**src/rtl/fir_tap_sequencer.sv**
```systemverilog
// Time-multiplexed FIR filter: NTAPS programmable coefficients, sample history,
// and one shared DW x DW multiplier stepped across the taps one per cycle.
// Each accepted sample yields one saturated output with a one-cycle y_valid pulse.
module fir_tap_sequencer #(
    parameter int NTAPS = 4,
    parameter int DW    = 8,
    parameter int ACCW  = 20,
    parameter int SHIFT = 0
) (
    input  logic          clk,
    input  logic          rst_n,
    input  logic          coef_wr,
    input  logic [3:0]    coef_addr,
    input  logic [DW-1:0] coef_data,
    input  logic          in_valid,
    output logic          in_ready,
    input  logic [DW-1:0] x_in,
    input  logic          flush,
    output logic [DW-1:0] y_out,
    output logic          y_valid,
    output logic          busy
);

    localparam int TW = (NTAPS > 1) ? $clog2(NTAPS) : 1;

    typedef enum logic [1:0] {IDLE, MAC, OUT} state_t;

    state_t          state, state_nxt;
    logic [DW-1:0]   h [NTAPS];
    logic [DW-1:0]   x [NTAPS];
    logic [ACCW-1:0] acc;
    logic [TW-1:0]   tap;
    logic [2*DW-1:0] prod;
    logic            addr_ok;
    logic            accept;
    logic            do_wr;
    logic            do_flush;

    // Scale the accumulator down and clamp it to the DW-bit output range.
    function automatic logic [DW-1:0] saturate(input logic [ACCW-1:0] a);
        logic [ACCW-1:0] t;
        t = a >> SHIFT;
        if (t > {{(ACCW-DW){1'b0}}, {DW{1'b1}}})
            return {DW{1'b1}};
        else
            return t[DW-1:0];
    endfunction

    assign addr_ok = (32'(coef_addr) < 32'(NTAPS));
    assign prod    = {{DW{1'b0}}, h[tap]} * {{DW{1'b0}}, x[tap]};

    // State register; reset during a MAC run simply abandons the sample.
    always_ff @(posedge clk or negedge rst_n) begin
        if (!rst_n)
            state <= IDLE;
        else
            state <= state_nxt;
    end

    // Next-state and handshake decode; coef_wr outranks flush, which outranks a sample.
    always_comb begin
        state_nxt = state;
        in_ready  = 1'b0;
        busy      = 1'b0;
        accept    = 1'b0;
        do_wr     = 1'b0;
        do_flush  = 1'b0;
        case (state)
            IDLE: begin
                in_ready = ~coef_wr & ~flush;
                do_wr    = coef_wr & addr_ok;
                do_flush = ~coef_wr & flush;
                accept   = in_valid & ~coef_wr & ~flush;
                if (accept)
                    state_nxt = MAC;
            end
            MAC: begin
                busy = 1'b1;
                if (tap == TW'(NTAPS - 1))
                    state_nxt = OUT;
            end
            OUT: begin
                busy      = 1'b1;
                state_nxt = IDLE;
            end
            default: state_nxt = IDLE;
        endcase
    end

    // Coefficient table, history shift, multiply-accumulate and output register.
    always_ff @(posedge clk or negedge rst_n) begin
        if (!rst_n) begin
            for (int k = 0; k < NTAPS; k++) begin
                h[k] <= '0;
                x[k] <= '0;
            end
            acc     <= '0;
            tap     <= '0;
            y_out   <= '0;
            y_valid <= 1'b0;
        end else begin
            y_valid <= 1'b0;
            if (do_wr)
                h[coef_addr[TW-1:0]] <= coef_data;
            if (do_flush) begin
                for (int k = 0; k < NTAPS; k++)
                    x[k] <= '0;
            end
            if (accept) begin
                x[0] <= x_in;
                for (int k = 1; k < NTAPS; k++)
                    x[k] <= x[k-1];
                acc <= '0;
                tap <= '0;
            end
            if (state == MAC) begin
                acc <= acc + {{(ACCW-2*DW){1'b0}}, prod};
                tap <= tap + TW'(1);
            end
            if (state == OUT) begin
                y_out   <= saturate(acc);
                y_valid <= 1'b1;
            end
        end
    end

endmodule

```
**config.mk**
```make
export PLATFORM = sky130hd
export DESIGN_NAME = fir_tap_sequencer
export DESIGN_NICKNAME = d
export VERILOG_FILES = /design/src/rtl/fir_tap_sequencer.sv
export SDC_FILE = /design/constraint.sdc
export NUM_CORES = 1
export LEC_CHECK = 0
export CORE_MARGIN = 2
export CORE_UTILIZATION = 45
export DETAILED_ROUTE_END_ITERATION = 7
export DONT_BUFFER_PORTS = 1
export PLACE_DENSITY = 0.66
export SYNTH_ARGS = -nofsm -noshare
export SYNTH_HDL_FRONTEND = slang
export SYNTH_SLANG_ARGS = --single-unit
```
**constraint.sdc**
```tcl
create_clock -name clk -period 6.4 [get_ports clk]
set_input_delay 0.64 -clock clk [delete_from_list [all_inputs] [get_ports clk]]
set_output_delay 0.64 -clock clk [all_outputs]
set_load 0.02 [all_outputs]
```
== Word-level counts from Yosys, hierarchy flattened ==
Cells that the tools add are included.

* Register bits: 97
* Output and inout bits: 11

* $add $sub $neg: 2
* Multipliers: 1
* Order comparisons: 5
* Eq/ne operators: 5
* Mux-type cells: 25
* Bitwise gates (word level): 9
* Reductions and logical operators: 6

{| class="wikitable"
|+ Operators with widths
! cell !! number
|-
| $mux W32 || 2
|-
| $mux W8 || 6
|-
| $mux W20 || 2
|-
| $bmux W8 S2 || 2
|-
| $bwmux W32 || 1
|-
| $add A20 B16 Y20 || 1
|-
| $gt A20 B8 Y1 const B || 1
|-
| $demux W8 S2 || 1
|-
| $mul A8 B8 Y16 || 1
|-
| $mux W2 || 4
|-
| $ge A3 B3 Y1 const B || 2
|-
| $mux W1 || 6
|-
| $not A2 Y3 || 2
|-
| $and A1 B1 Y1 || 5
|-
| $eq A2 B2 Y1 const B || 2
|-
| $lt A4 B3 Y1 const B || 1
|-
| $ne A2 B2 Y1 const B || 2
|-
| $pmux W2 S2 || 1
|-
| $reduce_bool A2 Y1 || 2
|-
| $lt A3 B1 Y1 const B || 1
|-
| $add A2 B1 Y2 const B || 1
|-
| $eq A2 B1 Y1 const B || 1
|-
| $logic_not A2 Y1 || 1
|-
| $not A1 Y1 || 2
|-
| other kinds (3) || 3
|}

== Depth between registers and ports, before layout ==
Gate-level depths: netlist of the first run.

* Depth in word-level cells: 7
* Mapped depth: 20
* Mapped depth without buffers: 18

== Worst setup path after synthesis of the first run ==
No wires, ideal clock.

* Path type: reg-to-reg
* Start: register tap[0]
* End: register acc[19]
* Setup time: 0.129 ns
* Arrival: 5.092 ns
* Required time: 6.271 ns
* Path slack: 1.179 ns
* Stages on the path, launching flop included: 18
* Cells stage by stage: dfrtp_1 -> buf_4 -> buf_2 -> mux4_2 -> and2_1 -> fa_1 -> fa_1 -> fa_1 -> inv_1 -> fa_1 -> inv_1 -> ha_1 -> buf_2 -> a21oi_1 -> o21ai_1 -> a221oi_2 -> a211oi_1 -> a2111o_1

* Longest elaborated chain between the ends: 7
* Elaborated cells between the ends (all ways): 10
* Those cells by class: add/sub (1); mul (1); mux (7); bitwise (1)

{| class="wikitable"
|+ RTL lines
! element !! RTL line !! text
|-
| start, declared || 32 || <nowiki>logic [TW-1:0] tap;</nowiki>
|-
| start signal, assigned || 118 || <nowiki>tap <= tap + TW'(1);</nowiki>
|-
| $not A2 Y3 (implied by the code) * || 50 || <nowiki>assign prod = {{DW{1'b0}}, h[tap]} * {{DW{1'b0}}, x[tap]};</nowiki>
|-
| $bmux W8 S2 || 50 ||
|-
| $mux W8 (implied by the code) (2 in a row) || 50 ||
|-
| $mul A8 B8 Y16 * || 50 ||
|-
| $add A20 B16 Y20 * || 117 || <nowiki>acc <= acc + {{(ACCW-2*DW){1'b0}}, prod};</nowiki>
|-
| $mux W20 * || 116 || <nowiki>if (state == MAC) begin</nowiki>
|-
| end signal, assigned || 117 ||
|-
| end, declared || 31 || <nowiki>logic [ACCW-1:0] acc;</nowiki>
|}

Every way passes the cells marked *; elsewhere a longest branch is shown, timed or not. The select of a mux whose other input is x is not followed.
A chain may end at the register's enable or synchronous reset.

== Worst setup path after layout of the first run ==
* Start: register tap[1]
* End: register acc[14]

The elaborated chain is that of the path after synthesis.

==> results of run 1 <==
[cells in the final DEF (no fill, tap or decap), types with 9 or more instances in the layout]
| cell type | instances |
|---|---|
| inv_1 | 104 |
| mux4_2 | 16 |
| dfrtp_1 | 97 |
| fa_1 | 50 |
| nand2_1 | 65 |
| mux2_2 | 32 |
| and2_1 | 33 |
| nor2_1 | 9 |
| a22o_1 | 32 |
| clkbuf_16 | 9 |
| ha_1 | 45 |
| a21oi_1 | 17 |
| nand3_1 | 11 |
| o21ai_0 | 16 |
[logic make-up (layout without fill, tap and decap cells)]
group / Yosys count / in the layout
compound gates: 108 / 108
xor+xnor: 10 / 10
fa+ha+maj: 95 / 95
buf+inv: 125 / 125
flops: 97 / 97
mux: 50 / 50
simple gates: 143 / 143
[registers in the layout (all words and copies together), names as in the netlist]
name     count
acc         20
y_valid      1
x           32
y_out        8
tap          2
h           32
state        2
[final cells by class]
cell class,count,area [um^2],share of cell area (%)
repair buffers,5,57.6,0.783
multi-input cells,406,3940,53.6
clock inverters,6,60.1,0.817
inverters,104,390,5.31
clock buffers,10,239,3.25
well taps,188,235,3.20
flip-flops and latches,97,2430,33.0
[per-layer routing]
layer | track usage (%) | vias up
met4 | 5.75 | 0
met1 | 26.7 | 2381
met3 | 2.64 | 18
li1 | - | 2110
met5 | 0 | -
met2 | 31.6 | 76
[through the flow]
step / instance area (um^2) / hold slack [ps]
floorplan: 6840 / 344
global placement: 7020 / 350
detailed placement: 7020 / 350
CTS: 7350 / 238
global route: 7350 / 238
finish: 7350 / 192
[worst reg2reg max path: cells and delay by family (launching register included)]
kind                     cells  cell delay, ps
adder cells (fa/ha/maj)      5            2440
AO/OA/AOI/OAI                4            1100
flip-flops                   1             850
multiplexers                 1             510
AND/OR/NAND/NOR              2             220
XOR/XNOR                     1             190
buffers and inverters        3             160
[power groups by stage]
| stage | Clock (mW) | Combinational, mW | Sequential [mW] |
|---|---|---|---|
| CTS | 0.550 | 1.71 | 0.959 |
| global placement | 0 | 1.64 | 0.963 |
| finish | 0.535 | 1.69 | 0.958 |
| detailed placement | 0 | 1.68 | 0.969 |
| floorplan | 0 | 1.35 | 0.896 |
| global route | 0.569 | 1.92 | 0.983 |
[worst min path at each step]
| stage | slack (ps) | to | cells past startpoint |
|---|---|---|---|
| after global routing | 240 | h[7]$_DFFE_PN0P_ | 1 |
| after detailed placement | 350 | h[7]$_DFFE_PN0P_ | 0 |
| final | 190 | h[7]$_DFFE_PN0P_ | 1 |
| after global placement | 350 | h[23]$_DFFE_PN0P_ | 0 |
| after CTS | 240 | h[23]$_DFFE_PN0P_ | 1 |
| after floorplan | 340 | acc[0]$_DFFE_PN0P_ | 0 |
==> reports/qor.csv, run 1 <==
metric;value;unit
fraction of synthesized cell area taken by the top area cell type;35.5;%
maximum achievable frequency;177;MHz
primary flip-flop cell chosen by synthesis mapping;dfrtp_1;
number of nets at the end of the flow;743;
Cell Rows;45;
mean number of vias per cell;5.62;
largest net degree at the start of global routing;98;
total vias in the final route;4585;
final worst path period share;88.2;%
total CTS buffers;9;
clock tree root driver cell;clkbuf_16;
Net Count, Synth;748;
I/O pins;36;
port bufs;0;
final hold violation count;0;
CTS resizes;0;
worst relative slew slack;25.7;%
ys async rst share;100;%
CTS sink count;97;
dominant combinational cell family by area after synthesis;adder cells;
CTS tree;yes;
Final Util;48.9;%
setup repair after global routing missed its margin;no;
worst-path cell with the longest stage delay;dfrtp_1;
EDFF count, synth;0;
largest stage delay on the critical path;850;ps
slack of the worst reg-to-reg path;760;ps
critical register-to-register path startpoint;tap[1]$_DFFE_PN0P_;
share of total power in sequential cells;30.1;%
clk_lat worst skew;350;ps
Internal;1.79;mW
DR pass1 iterations;4;
fin cells;816;
die width;127;um
list of most frequent post-synthesis cells;inv_1 (104), dfrtp_1 (97), nand2_1 (65);
required time of the critical path;6580;ps
antenna violations before repair;0;
number of instances in the synthesized netlist;628;
vertical extent of the die;127;um
count of pins over their slew limit;0;
power per cell area;433;nW/um^2
endpoint of the lowest-slack register-to-register path;acc[14]$_DFFE_PN0P_;
final weighted congestion of routability-driven global placement;0.882;
worst-path fanout max;18;
crit end category;register;
detailed-routing wirelength on met1;6.45;mm
Mapped Area;6840;um^2
area growth from synthesis to layout;7.41;%
first-pass GRT wire length;24.5;mm
cell family with most CP delay;adder cells;
category of the most critical setup path;register to register;
Setup Fix Bufs, Post-CTS;0;
Core Footprint;15000;um^2
mean area per synthesized cell;10.9;um^2
max cap viols;0;
sum of overflow across all layers after global routing;0;
switch share;43.9;%
switching power;1.40;mW
data arrival time of the critical path;5820;ps
Cell variety after synth;55;
transition time at the pin with the least slew margin;1110;ps
routed length on met2;7.29;mm
overall die area;16200;um^2
placed cell count;799;
count of antenna diodes in the layout;0;
xor-xnor portion of the synthesized cell area;1.28;%
Warnings, synthesis;0;
highest metal layer with signal wires;met4;
Total Power;3.18;mW
Post-DP HPWL;11.0;mm
CP Capture Point;acc[14]$_DFFE_PN0P_;
class of the most critical hold timing path;primary input to asynchronous set/reset pin;
Max IR drop VDD;0.189;mV
CP startpoint kind;register;
vias in the first global route;4793;
buffer depth of the longest clock path;2;
depth of the critical timing path with buffers and inverters included;16;
sequential cell area fraction in the yosys report;35.5;%
most numerous cell in the Yosys netlist;inv_1;
Buf/Inv on CP;3;
DP Worst Slack;758;ps
arithmetic-cell share of the synthesized area counting full adders, half adders and majority gates;22.9;%
final critical delay including setup and external delays;5640;ps
Most Frequent Cell on Critical Path;fa_1;
maximum clock skew at final layout;6.60;ps
post-route worst setup slack;757;ps
share of the synthesized area in compound gates (AO/OA/AOI/OAI);11.7;%
Filler cells;1332;
area fraction in and, or, nand and nor cells after synthesis;10.7;%
detailed-route DRC error count;0;
post-cts hold buffer count;1;
proportion of power drawn by combinational gates;53.1;%
proportion of layout cells with a drive suffix above 1;12.6;%
Synth Register Bits;97;
starting DRC count in detailed routing;309;
Global Route Usage Sum;19.2;%
Routed Antenna Nets;0;
clock network fraction of design power;16.8;%
Register-to-Register Path Depth;16;
run status;complete, no violations;
final sum of negative setup slack;0;ps
starting utilization of the core area;45.5;%
clock-pin slew of the registers on the worst-case setup and hold paths;70;ps
Critical Path Start;tap[1]$_DFFE_PN0P_;
cells along the critical path;mux4_2 -> nand2_1 -> fa_1 -> fa_1 -> inv_1 -> fa_1 -> inv_1 -> fa_1 -> inv_1 -> ha_1 -> a21oi_1 -> nand2_1 -> a31oi_1 -> o21ai_0 -> xnor2_1 -> o22ai_1;
per-cell routed wire length;17.7;um
share of synthesized area spent on multiplexers;10.8;%
Area contributors post-synth;dfrtp_1 (35%), fa_1 (15%), ha_1 (8.2%);
Max H-tree Level;3;
final routed wirelength across all metal layers;14.4;mm
library cell occupying the most area in the post-synthesis netlist;dfrtp_1;
leakage power figure;3.46;nW
final setup violation count;0;
routed wire length on met3;431;um
Power figures use the tool's default switching activity.
==> run 2, diff against run 1 <==
GPL_TIMING_DRIVEN = 0   (was not set)
==> reports/qor.csv, run 2 (synthesis gave the netlist of run 1 again) <==
metric;value;unit
sum of overflow across all layers after global routing;0;
antenna violations before repair;0;
CTS resizes;0;
maximum clock skew at final layout;10.2;ps
largest stage delay on the critical path;540;ps
cells along the critical path;clkbuf_1 -> buf_2 -> mux4_2 -> nand2_1 -> fa_1 -> fa_1 -> inv_1 -> fa_1 -> inv_1 -> fa_1 -> inv_1 -> ha_1 -> a21oi_1 -> nand2_1 -> a31oi_1 -> o21ai_0 -> xnor2_1 -> o22ai_1;
vias in the first global route;4937;
clock-pin slew of the registers on the worst-case setup and hold paths;70;ps
required time of the critical path;6610;ps
Final Util;49.3;%
post-cts hold buffer count;1;
final hold violation count;0;
proportion of layout cells with a drive suffix above 1;12.4;%
count of pins over their slew limit;0;
run status;complete, no violations;
class of the most critical hold timing path;primary input to asynchronous set/reset pin;
Global Route Usage Sum;19.7;%
port bufs;0;
power per cell area;441;nW/um^2
Regs by FF count;h (32), x (32), acc (20);
I/O pins;36;
Core Footprint;15000;um^2
Setup Fix Bufs, Post-CTS;0;
starting utilization of the core area;45.5;%
data arrival time of the critical path;6370;ps
starting DRC count in detailed routing;346;
overall die area;16200;um^2
CTS sink count;97;
clk_lat worst skew;350;ps
crit end category;register;
area growth from synthesis to layout;8.40;%
total vias in the final route;4699;
count of antenna diodes in the layout;0;
final sum of negative setup slack;0;ps
detailed-route DRC error count;0;
Max H-tree Level;3;
Most Frequent Cell on Critical Path;fa_1;
final weighted congestion of routability-driven global placement;0.835;
Routed Antenna Nets;0;
final setup violation count;0;
final worst path period share;96.3;%
die width;127;um
final critical delay including setup and external delays;6160;ps
final routed wirelength across all metal layers;15.2;mm
number of nets at the end of the flow;760;
per-cell routed wire length;18.2;um
worst relative slew slack;42.8;%
leakage power figure;3.50;nW
buffer depth of the longest clock path;2;
transition time at the pin with the least slew margin;855;ps
most frequent cells in the layout;inv_1 (104), dfrtp_1 (97), nand2_1 (65);
CTS tree;yes;
clock tree root driver cell;clkbuf_16;
max cap viols;0;
worst-path fanout max;10;
most frequent standard cell in the layout excluding fill and tap cells;inv_1;
CP startpoint kind;register;
largest net degree at the start of global routing;98;
mean number of vias per cell;5.64;
category of the most critical setup path;register to register;
Cell Rows;45;
vertical extent of the die;127;um
maximum achievable frequency;162;MHz
total CTS buffers;9;
Final Instance Area;7410;um^2
setup repair after global routing missed its margin;no;
first-pass GRT wire length;25.1;mm
worst-path cell with the longest stage delay;fa_1;
Max IR drop VDD;0.203;mV
Post-DP HPWL;11.6;mm
DR pass1 iterations;5;
cell area after placement;7080;um^2
## run 2: cell types whose count changed in the layout (fill, tap and decap cells not counted), sizes merged
cell	delta
buf	+3
clkbuf	+13
bufinv	+1
clkinv	+1
clkinvlp	-1
## run 2: cell type report
class / count / area, um^2
Multi-Input combinational cell: 406 / 3930
Sequential cell: 97 / 2430
Fill cell: 1293 / 7620
Clock inverter: 7 / 86.3
Tap cell: 188 / 235
Buffer: 21 / 96.3
Inverter: 104 / 390
Clock buffer: 9 / 225
Timing Repair Buffer: 1 / 27.5
## run 2: worst paths after layout
check	start	to	depth (start not counted)	slack (ps)
hold / removal	rst_n	h[24]$_DFFE_PN0P_	1	210
setup reg to reg	tap[1]$_DFFE_PN0P_	acc[10]$_DFFE_PN0P_	18	240
max in group asynchronous	rst_n	acc[2]$_DFFE_PN0P_	1	5830
setup / recovery	tap[1]$_DFFE_PN0P_	acc[10]$_DFFE_PN0P_	18	240
min in group clk	x_in[1]	x[25]$_DFFE_PN0P_	1	420
hold reg to reg	acc[3]$_DFFE_PN0P_	y_out[3]$_DFFE_PN0P_	1	500
## run 2: power breakdown
part | leakage (nW) | switching [mW] | total (mW) | internal [mW]
Combinational | 2.12 | 1.06 | 1.77 | 0.714
Sequential | 1.24 | 0.130 | 0.929 | 0.799
Clock | 0.150 | 0.253 | 0.564 | 0.311
## run 2: metal layers
metal / vias up / track usage, % / wire (um)
li1: 2152 / - / -
met1: 2436 / 26.2 / 6660
met2: 100 / 33.2 / 7690
met3: 11 / 2.97 / 577
met4: 0 / 6.53 / 267
met5: - / 0 / 0
## run 2: stage by stage
stage	worst slack (ps)	total power [mW]	std cells	hold WS, ps
after global routing	43.8	3.54	833	241
after detailed placement	339	2.70	816	350
final	236	3.27	833	212
after floorplan	1180	2.25	628	344
after CTS	315	3.29	833	233
after global placement	417	2.63	816	350
## run 2: critical path: cells and delay by family, from the launching register on
family / cells / cell delay [ps]
simple gates: 2 / 230
compound gates: 4 / 1200
mux: 1 / 490
flops: 1 / 380
buf+inv: 5 / 1050
xor+xnor: 1 / 250
fa+ha+maj: 5 / 2420
